## src/rtl/nrisc_ula_pkg.sv

```systemverilog
`default_nettype none
// ============================================================================
// Module   : nrisc_ula_pkg
// Brief    : ULA opcodes, flag bit positions and arbiter state encoding.
// Revision : 1.0
// ============================================================================
package nrisc_ula_pkg;

    localparam int ULA_CTRL_W = 4;
    localparam int ULA_FLAG_W = 3;

    localparam logic [3:0] ULA_ADD   = 4'h0;
    localparam logic [3:0] ULA_SUB   = 4'h1;
    localparam logic [3:0] ULA_AND   = 4'h2;
    localparam logic [3:0] ULA_OR    = 4'h3;
    localparam logic [3:0] ULA_XOR   = 4'h4;
    localparam logic [3:0] ULA_NOT   = 4'h5;
    localparam logic [3:0] ULA_SHL   = 4'h6;
    localparam logic [3:0] ULA_SHR   = 4'h7;
    localparam logic [3:0] ULA_PASSB = 4'h8;

    localparam int FLAG_Z = 0;
    localparam int FLAG_N = 1;
    localparam int FLAG_C = 2;

    typedef enum logic [1:0] {
        ARB_IDLE  = 2'd0,
        ARB_LOCK0 = 2'd1,
        ARB_LOCK1 = 2'd2
    } arb_state_t;

endpackage
`default_nettype wire

```

## src/rtl/nrisc_ula.sv

```systemverilog
`default_nettype none
// ============================================================================
// Module   : NRISC_ULA
// Brief    : Combinational ULA; SUB carry is the borrow, shifts carry the bit out.
// Revision : 1.0
// ============================================================================
module NRISC_ULA
    import nrisc_ula_pkg::*;
#(
    parameter int TAM = 16
) (
    input  logic [TAM-1:0]        ULA_A,
    input  logic [TAM-1:0]        ULA_B,
    input  logic [ULA_CTRL_W-1:0] ULA_ctrl,
    output logic [TAM-1:0]        ULA_OUT,
    output logic [ULA_FLAG_W-1:0] ULA_flags
);

    logic [TAM-1:0] w_res;
    logic           w_carry;

    always_comb begin
        w_res   = '0;
        w_carry = 1'b0;
        case (ULA_ctrl)
            ULA_ADD:   {w_carry, w_res} = {1'b0, ULA_A} + {1'b0, ULA_B};
            ULA_SUB:   {w_carry, w_res} = {1'b0, ULA_A} - {1'b0, ULA_B};
            ULA_AND:   w_res = ULA_A & ULA_B;
            ULA_OR:    w_res = ULA_A | ULA_B;
            ULA_XOR:   w_res = ULA_A ^ ULA_B;
            ULA_NOT:   w_res = ~ULA_A;
            ULA_SHL: begin
                w_res   = ULA_A << 1;
                w_carry = ULA_A[TAM-1];
            end
            ULA_SHR: begin
                w_res   = ULA_A >> 1;
                w_carry = ULA_A[0];
            end
            ULA_PASSB: w_res = ULA_B;
            default:   w_res = '0;
        endcase
    end

    always_comb begin
        ULA_flags         = '0;
        ULA_flags[FLAG_Z] = (w_res == '0);
        ULA_flags[FLAG_N] = w_res[TAM-1];
        ULA_flags[FLAG_C] = w_carry;
    end

    assign ULA_OUT = w_res;

endmodule
`default_nettype wire

```

## src/rtl/nrisc_ula_rsp_slot.sv

```systemverilog
`default_nettype none
// ============================================================================
// Module   : nrisc_ula_rsp_slot
// Brief    : One-entry registered result slot with valid/ready drain.
// Revision : 1.0
// ============================================================================
module nrisc_ula_rsp_slot
    import nrisc_ula_pkg::*;
#(
    parameter int DATA_W = 16,
    parameter int FLAG_W = 3
) (
    input  logic              clk,
    input  logic              rst,
    input  logic              load,
    input  logic [DATA_W-1:0] load_data,
    input  logic [FLAG_W-1:0] load_flags,
    input  logic              rsp_ready,
    output logic              rsp_valid,
    output logic [DATA_W-1:0] rsp_data,
    output logic [FLAG_W-1:0] rsp_flags
);

    logic              r_valid;
    logic [DATA_W-1:0] r_data;
    logic [FLAG_W-1:0] r_flags;

    // A load wins over a drain, so a same-cycle drain+grant keeps valid high.
    always_ff @(posedge clk) begin
        if (rst) begin
            r_valid <= 1'b0;
            r_data  <= '0;
            r_flags <= '0;
        end else if (load) begin
            r_valid <= 1'b1;
            r_data  <= load_data;
            r_flags <= load_flags;
        end else if (rsp_ready) begin
            r_valid <= 1'b0;
        end
    end

    assign rsp_valid = r_valid;
    assign rsp_data  = r_data;
    assign rsp_flags = r_flags;

endmodule
`default_nettype wire

```

## src/rtl/nrisc_ula_arbiter.sv

```systemverilog
`default_nettype none
// ============================================================================
// Module   : nrisc_ula_arbiter
// Brief    : Round-robin, lockable two-port arbiter around one NRISC_ULA.
//            Optional grant/conflict counters: NRISC_ULA_ARB_STAT_EN.
// Revision : 1.0
// ============================================================================
module nrisc_ula_arbiter
    import nrisc_ula_pkg::*;
#(
    parameter int TAM    = 16,
    parameter int CTRL_W = 4,
    parameter int FLAG_W = 3
) (
    input  logic              clk,
    input  logic              rst,
    input  logic              req_valid_0,
    output logic              req_ready_0,
    input  logic [TAM-1:0]    req_a_0,
    input  logic [TAM-1:0]    req_b_0,
    input  logic [CTRL_W-1:0] req_ctrl_0,
    input  logic              req_lock_0,
    output logic              rsp_valid_0,
    input  logic              rsp_ready_0,
    output logic [TAM-1:0]    rsp_data_0,
    output logic [FLAG_W-1:0] rsp_flags_0,
    input  logic              req_valid_1,
    output logic              req_ready_1,
    input  logic [TAM-1:0]    req_a_1,
    input  logic [TAM-1:0]    req_b_1,
    input  logic [CTRL_W-1:0] req_ctrl_1,
    input  logic              req_lock_1,
    output logic              rsp_valid_1,
    input  logic              rsp_ready_1,
    output logic [TAM-1:0]    rsp_data_1,
    output logic [FLAG_W-1:0] rsp_flags_1,
    output logic              busy
`ifdef NRISC_ULA_ARB_STAT_EN
    ,
    output logic [15:0]       stat_gnt_0,
    output logic [15:0]       stat_gnt_1,
    output logic [15:0]       stat_conflict
`endif
);

    arb_state_t        r_state;
    logic              r_rr_last;
    logic              w_elig_0;
    logic              w_elig_1;
    logic              w_gnt_0;
    logic              w_gnt_1;
    logic [TAM-1:0]    w_ula_a;
    logic [TAM-1:0]    w_ula_b;
    logic [CTRL_W-1:0] w_ula_ctrl;
    logic [TAM-1:0]    w_ula_out;
    logic [FLAG_W-1:0] w_ula_flags;

    assign w_elig_0 = req_valid_0 && (!rsp_valid_0 || rsp_ready_0);
    assign w_elig_1 = req_valid_1 && (!rsp_valid_1 || rsp_ready_1);

    always_comb begin
        w_gnt_0 = 1'b0;
        w_gnt_1 = 1'b0;
        case (r_state)
            ARB_IDLE: begin
                if (w_elig_0 && w_elig_1) begin
                    w_gnt_0 = r_rr_last;
                    w_gnt_1 = !r_rr_last;
                end else begin
                    w_gnt_0 = w_elig_0;
                    w_gnt_1 = w_elig_1;
                end
            end
            ARB_LOCK0: w_gnt_0 = w_elig_0;
            ARB_LOCK1: w_gnt_1 = w_elig_1;
            default: begin
                w_gnt_0 = 1'b0;
                w_gnt_1 = 1'b0;
            end
        endcase
    end

    // r_rr_last names the port granted most recently; the other wins a tie.
    always_ff @(posedge clk) begin
        if (rst) begin
            r_state   <= ARB_IDLE;
            r_rr_last <= 1'b1;
        end else if (w_gnt_0) begin
            r_rr_last <= 1'b0;
            r_state   <= req_lock_0 ? ARB_LOCK0 : ARB_IDLE;
        end else if (w_gnt_1) begin
            r_rr_last <= 1'b1;
            r_state   <= req_lock_1 ? ARB_LOCK1 : ARB_IDLE;
        end
    end

    assign req_ready_0 = w_gnt_0;
    assign req_ready_1 = w_gnt_1;
    assign busy        = (r_state != ARB_IDLE);

    assign w_ula_a    = w_gnt_1 ? req_a_1    : req_a_0;
    assign w_ula_b    = w_gnt_1 ? req_b_1    : req_b_0;
    assign w_ula_ctrl = w_gnt_1 ? req_ctrl_1 : req_ctrl_0;

    NRISC_ULA #(
        .TAM (TAM)
    ) u_ula (
        .ULA_A     (w_ula_a),
        .ULA_B     (w_ula_b),
        .ULA_ctrl  (w_ula_ctrl),
        .ULA_OUT   (w_ula_out),
        .ULA_flags (w_ula_flags)
    );

    nrisc_ula_rsp_slot #(
        .DATA_W (TAM),
        .FLAG_W (FLAG_W)
    ) u_slot_0 (
        .clk        (clk),
        .rst        (rst),
        .load       (w_gnt_0),
        .load_data  (w_ula_out),
        .load_flags (w_ula_flags),
        .rsp_ready  (rsp_ready_0),
        .rsp_valid  (rsp_valid_0),
        .rsp_data   (rsp_data_0),
        .rsp_flags  (rsp_flags_0)
    );

    nrisc_ula_rsp_slot #(
        .DATA_W (TAM),
        .FLAG_W (FLAG_W)
    ) u_slot_1 (
        .clk        (clk),
        .rst        (rst),
        .load       (w_gnt_1),
        .load_data  (w_ula_out),
        .load_flags (w_ula_flags),
        .rsp_ready  (rsp_ready_1),
        .rsp_valid  (rsp_valid_1),
        .rsp_data   (rsp_data_1),
        .rsp_flags  (rsp_flags_1)
    );

`ifdef NRISC_ULA_ARB_STAT_EN
    logic [15:0] r_stat_gnt_0;
    logic [15:0] r_stat_gnt_1;
    logic [15:0] r_stat_conflict;

    // With both valid at most one is granted, so every such cycle is a conflict.
    always_ff @(posedge clk) begin
        if (rst) begin
            r_stat_gnt_0    <= '0;
            r_stat_gnt_1    <= '0;
            r_stat_conflict <= '0;
        end else begin
            if (w_gnt_0 && (r_stat_gnt_0 != 16'hFFFF))
                r_stat_gnt_0 <= r_stat_gnt_0 + 16'd1;
            if (w_gnt_1 && (r_stat_gnt_1 != 16'hFFFF))
                r_stat_gnt_1 <= r_stat_gnt_1 + 16'd1;
            if (req_valid_0 && req_valid_1 && (r_stat_conflict != 16'hFFFF))
                r_stat_conflict <= r_stat_conflict + 16'd1;
        end
    end

    assign stat_gnt_0    = r_stat_gnt_0;
    assign stat_gnt_1    = r_stat_gnt_1;
    assign stat_conflict = r_stat_conflict;
`endif

endmodule
`default_nettype wire
```

## config.mk

```make
export PLATFORM = sky130hd
export DESIGN_NAME = nrisc_ula_arbiter
export DESIGN_NICKNAME = d
export VERILOG_FILES = /design/src/rtl/nrisc_ula_pkg.sv /design/src/rtl/nrisc_ula.sv /design/src/rtl/nrisc_ula_rsp_slot.sv /design/src/rtl/nrisc_ula_arbiter.sv
export SDC_FILE = /design/constraint.sdc
export NUM_CORES = 1
export LEC_CHECK = 0
export ABC_CLOCK_PERIOD_IN_PS = 13260
export CAP_MARGIN = 0
export CORE_MARGIN = 1.5
export CORE_UTILIZATION = 43
export CTS_CLUSTER_DIAMETER = 30
export DETAILED_ROUTE_END_ITERATION = 10
export GPL_TIMING_DRIVEN = 0
export MAX_ROUTING_LAYER = met4
export PLACE_DENSITY = 0.79
export RECOVER_POWER = 25
export SETUP_SLACK_MARGIN = 0.2
export SLEW_MARGIN = 40
export SYNTH_ARGS = -nofsm -noshare
export SYNTH_HDL_FRONTEND = slang
export SYNTH_SLANG_ARGS = --single-unit
```

## constraint.sdc

```tcl
create_clock -name clk -period 13.26 [get_ports clk]
set_input_delay 3.978 -clock clk [delete_from_list [all_inputs] [get_ports clk]]
set_output_delay 3.978 -clock clk [all_outputs]
set_load 0.01 [all_outputs]
```

== Word-level counts from Yosys, hierarchy flattened ==
Index checks and enable logic that the tools add are counted.
Cells by class
  bitwise gates (word level): 4
  mux-type cells: 19
  add/sub/neg operators: 2
  reduce and logical (&&, ||, !) cells: 15
  equal/unequal tests: 10
Operators by type and width (number)
  $pmux W16 S9: 1
  $mux W16: 2
  $add A16 B16 Y17: 1
  $sub A16 B16 Y17: 1
  $and A16 B16 Y16: 1
  $eq A4 B3 Y1 const B: 4
  $logic_not A16 Y1: 1
  $not A16 Y16: 1
  $or A16 B16 Y16: 1
  $xor A16 B16 Y16: 1
  $mux W1: 9
  $eq A4 B2 Y1 const B: 2
  $reduce_bool A2 Y1: 4
  $mux W2: 3
  $eq A4 B1 Y1 const B: 1
  $eq A4 B4 Y1 const B: 1
  $logic_not A4 Y1: 1
  $mux W4: 1
  $pmux W1 S2: 2
  $pmux W1 S4: 1
  $logic_and A1 B1 Y1: 3
  $logic_not A1 Y1: 3
  $eq A2 B1 Y1 const B: 1
  $eq A2 B2 Y1 const B: 1
  2 further kinds: 3
Storage, ports and cells
  output and inout port bits: 43
  bits in registers: 43
  logic and storage cells: 58
  input port bits: 80

== Logic depth before layout (Yosys ltp) ==
  word-level depth: 10
  mapped depth: 22
  mapped depth without buffers: 17

== Cells and area by module ==
Synthesis repeated with hierarchy kept, for this count alone.
Unflattened totals
  cells, all modules: 702
  area total of the unflattened synthesis: 5661.7 µm²
By module, submodules not included
  NRISC_ULA: seq. area each 0.0 µm², area an instance 3434.5 µm², cells each 509, instances 1
  nrisc_ula_rsp_slot: seq. area each 400.4 µm², area an instance 706.9 µm², cells each 65, instances 2
  nrisc_ula_arbiter: seq. area each 60.1 µm², area an instance 813.3 µm², cells each 63, instances 1

== Worst setup path before layout ==
Ideal clock, no wire load.
  kind: input port to output port
  start: in rsp_ready_1
  end: out req_ready_1
  slack: 3.563 ns
  cell stages on the path: 8
  data arrival time: 5.719 ns
  path buffers: 5
  cells stage by stage: nand2b_1 o311ai_4 buf_6 inv_2 buf_2 buf_1 clkbuf_1 clkbuf_1
On the way
  cells in the longest elaborated chain, start to end: 5
Ends and longest elaborated chain
  start, declared: line nrisc_ula_arbiter.sv:34  | input logic rsp_ready_1,
  $logic_or A1 B1 Y1 *: line nrisc_ula_arbiter.sv:59  | assign w_elig_1 = req_valid_1 && (!rsp_valid_1 || rsp_ready_1);
  $logic_and A1 B1 Y1 *: line nrisc_ula_arbiter.sv:59
  $logic_and A1 B1 Y1: line nrisc_ula_arbiter.sv:66  | if (w_elig_0 && w_elig_1) begin
  $mux W1: line nrisc_ula_arbiter.sv:66
  $pmux W1 S2 *: line nrisc_ula_arbiter.sv:64  | case (r_state)
  end, declared: line nrisc_ula_arbiter.sv:28  | output logic req_ready_1,
Every way passes the cells marked *; elsewhere a longest branch is shown, timed or not.

== Worst setup path in the final report ==
  start: in rsp_ready_0
  end: out req_ready_1
On the way
  cells in the longest elaborated chain, start to end: 5
Ends and longest elaborated chain
  start, declared: line nrisc_ula_arbiter.sv:24  | input logic rsp_ready_0,
  $logic_or A1 B1 Y1: line nrisc_ula_arbiter.sv:58  | assign w_elig_0 = req_valid_0 && (!rsp_valid_0 || rsp_ready_0);
  $logic_and A1 B1 Y1: line nrisc_ula_arbiter.sv:58
  $logic_and A1 B1 Y1: line nrisc_ula_arbiter.sv:66
  $mux W1: line nrisc_ula_arbiter.sv:66
  $pmux W1 S2: line nrisc_ula_arbiter.sv:64
No other way between the ends.

==> flow_summary.json <==
{
  "status": "finished clean",
  "dieArea_um2": 13800,
  "via_per_inst": 6.35,
  "clock_power_share_pct": 17.1,
  "final_antenna_net_count": 0,
  "holdBufCountCts": 0,
  "pwr-share-seq_pct": 20.7,
  "required_ns": 9.28,
  "synthCells": 805,
  "core_um2": 12700,
  "cp.buffers_inverters": 8,
  "slew_viol_final": 0,
  "final_hold_viol_count": 0,
  "rows": 41,
  "max_freq_mhz": 87.1,
  "cts.sinks": 41,
  "synth_edf_count": 0,
  "p_comb_share_pct": 62.3,
  "grt_max_degree": 14,
  "cts_tree": "built",
  "p_int_mw": 0.377,
  "start_kind": "input pin",
  "rsz0062_at_grt": "no",
  "ctsResizeCount": 0,
  "arrival_ns": 7.51,
  "clock_skew_ns": 0.00563,
  "final_cell_mix": "nand2_1, clkdlybuf4s50_1, nor2_1",
  "syn2layout_area_growth_pct": 27.9,
  "syn_nets": 935,
  "cap_viol_max_count": 0,
  "htree_levels": 2,
  "grt_overflow": 0,
  "power.switching_mw": 0.322,
  "syn_avg_cell_area_um2": 7.02,
  "post-cts-setup-buffers": 0,
  "hp-class": "flip-flop to flip-flop",
  "numCtsBuffers": 5,
  "worstMarginPinSlew_ns": 0.988,
  "worstPathMaxFanout": 10,
  "maxSlewHeadroom_pct": 33.3,
  "critPathMaxStageDelay_ns": 0.64,
  "io_pins": 123,
  "wl_mm": 23.9,
  "setup_tns_ns": 0,
  "first_iter_violations": 932,
  "path_class": "input pin to primary output",
  "setup_viol": 0,
  "synth.area.top_cells": "dfxtp_1, ha_1, a211oi_1",
  "dr.pass1.iters": 6,
  "total_power_mw": 0.699,
  "p_sw_share_pct": 46.1,
  "synth_seq_cells": 41,
  "port_buffers": 119,
  "final-instance-count-excl-fill": 1105,
  "synth_ff_type": "dfxtp_1",
  "min_period_over_period_pct": 86.6,
  "grt_pass1_wl_mm": 36.4,
  "vias": 7018,
  "p_leak_nw": 3.04,
  "end_kind": "primary output",
  "post-route-min-period_ns": 11.49,
  "clock_latency_ns": 0.29,
  "syn_area_um2": 5650,
  "ir_drop_mv": 0.0509,
  "gp_congestion": 1.06,
  "die_w_um": 118,
  "cp_common_cell": "clkbuf_1",
  "synth_largest_area_cell": "dfxtp_1",
  "cts_max_path_buffers": 2,
  "cts-root-buf": "clkbuf_16",
  "crit_family": "buffers and inverters",
  "place_inst": 1096,
  "antenna_cells": 0,
  "clk_pin_slew_ns": 0.06,
  "layout.nets": 1062,
  "ys_seq_area_share_pct": 14.5,
  "antenna_found_initial": 0,
  "synth_top_area_share_pct": 14.5,
  "drive_gt1_share_pct": 6.54,
  "crit_slowest_cell": "clkdlybuf4s50_1",
  "ys_warn_count": 0,
  "ys_types": 72,
  "dpl.hpwl_mm": 18.5,
  "async_flop_share_pct": 0,
  "initial_core_util_pct": 44.4,
  "wire_per_inst_um": 21.6,
  "drcViolationCount": 0,
  "die_h_um": 118,
  "grt_pass1_vias": 6514,
  "grtUsageTotal_pct": 34.3,
  "powerDensity_nw_per_um2": 96.7,
  "final_common_cell": "nand2_1",
  "path_cells": "dlygate4sd3_1 > nor2b_4 > o311ai_4 > buf_6 > inv_2 > buf_2 > clkbuf_2 > clkbuf_1 > clkbuf_1 > clkdlybuf4s50_1"
}
-- power groups by stage --
stage	combinational, mW	clock, mW	sequential (mW)
4_1_cts	0.421	0.119	0.145
6_report	0.435	0.119	0.144
5_1_grt	0.462	0.124	0.146
3_3_place_gp	0.415	0	0.147
2_1_floorplan	0.262	0	0.153
3_5_place_dp	0.419	0	0.147
-- flip-flops by register name, summed over array words and instances (netlist names) --
name and count:
u_slot_0.rsp_data 15, u_slot_0.rsp_valid 1, u_slot_0.rsp_flags 3, r_state 2
u_slot_1.rsp_flags 3, u_slot_1.rsp_data 15, u_slot_1.rsp_valid 1, r_rr_last 1
-- routing by layer --
| metal | routed length, um | global-route usage [%] | up-vias |
|---|---|---|---|
| li1 | - | - | 3214 |
| met1 | 9270 | 43.2 | 3200 |
| met2 | 10200 | 51.9 | 499 |
| met3 | 3010 | 6.40 | 105 |
| met4 | 1390 | 18.4 | 0 |
| met5 | 0 | - | - |
-- kinds of logic (layout without fill, tap and decap cells) --
| kind of cell | count (synthesis) | after routing | share of synthesized area [%] |
|---|---|---|---|
| XOR/XNOR | 10 | 10 | 1.55 |
| AND/OR/NAND/NOR | 304 | 304 | 24.6 |
| flip-flops | 41 | 41 | 14.5 |
| multiplexers | 38 | 38 | 7.00 |
| buffers and inverters | 115 | 243 | 8.51 |
| AO/OA/AOI/OAI | 247 | 247 | 32.5 |
| adder cells (fa/ha/maj) | 50 | 50 | 11.3 |
-- cell usage after synthesis (9+ instances only) --
| cell | count |
|---|---|
| nand2_1 | 108 |
| nor2_1 | 95 |
| a211oi_1 | 57 |
| inv_1 | 56 |
| ha_1 | 48 |
| a21oi_1 | 41 |
| dfxtp_1 | 41 |
| clkbuf_1 | 32 |
| mux2i_1 | 29 |
| nor3_1 | 27 |
| o21ai_0 | 24 |
| a221oi_1 | 20 |
| nand3_1 | 16 |
| nor2b_1 | 14 |
| o22ai_1 | 14 |
| buf_2 | 12 |
| nand2b_1 | 10 |
| a211o_1 | 9 |
-- stage by stage --
step / setup slack (ns) / hold slack, ns / instance area [um2] / util (%)
after floorplan: 3.56 / 0.457 / 5650 / -
after global placement: 1.68 / 0.466 / 7060 / 55.5
after detailed placement: 1.66 / 0.478 / 7070 / 55.5
after CTS: 1.64 / 0.492 / 7210 / 56.7
after global routing: 1.63 / 0.517 / 7220 / 56.8
final: 1.77 / 0.495 / 7220 / 56.8
-- path summary, 6_finish.rpt --
check | start | end | slack, ns | cells after the start
setup reg to reg | u_slot_0.rsp_valid | u_slot_0.rsp_flags[0] | 5.76 | 22
hold / removal | r_rr_last | r_rr_last | 0.49 | 1
hold reg to reg | r_rr_last | r_rr_last | 0.49 | 1
setup / recovery | rsp_ready_0 | req_ready_1 | 1.77 | 10
-- final cells by class --
| type | instances | area [um2] |
|---|---|---|
| buffer | 56 | 260 |
| clock buffer | 5 | 125 |
| clock inverter | 3 | 17.5 |
| fill | 1274 | 5500 |
| inverter | 59 | 221 |
| multi-input combinational | 649 | 4370 |
| sequential | 41 | 821 |
| tap | 172 | 215 |
| timing repair buffer | 120 | 1200 |
Power figures use the tool's default switching activity.
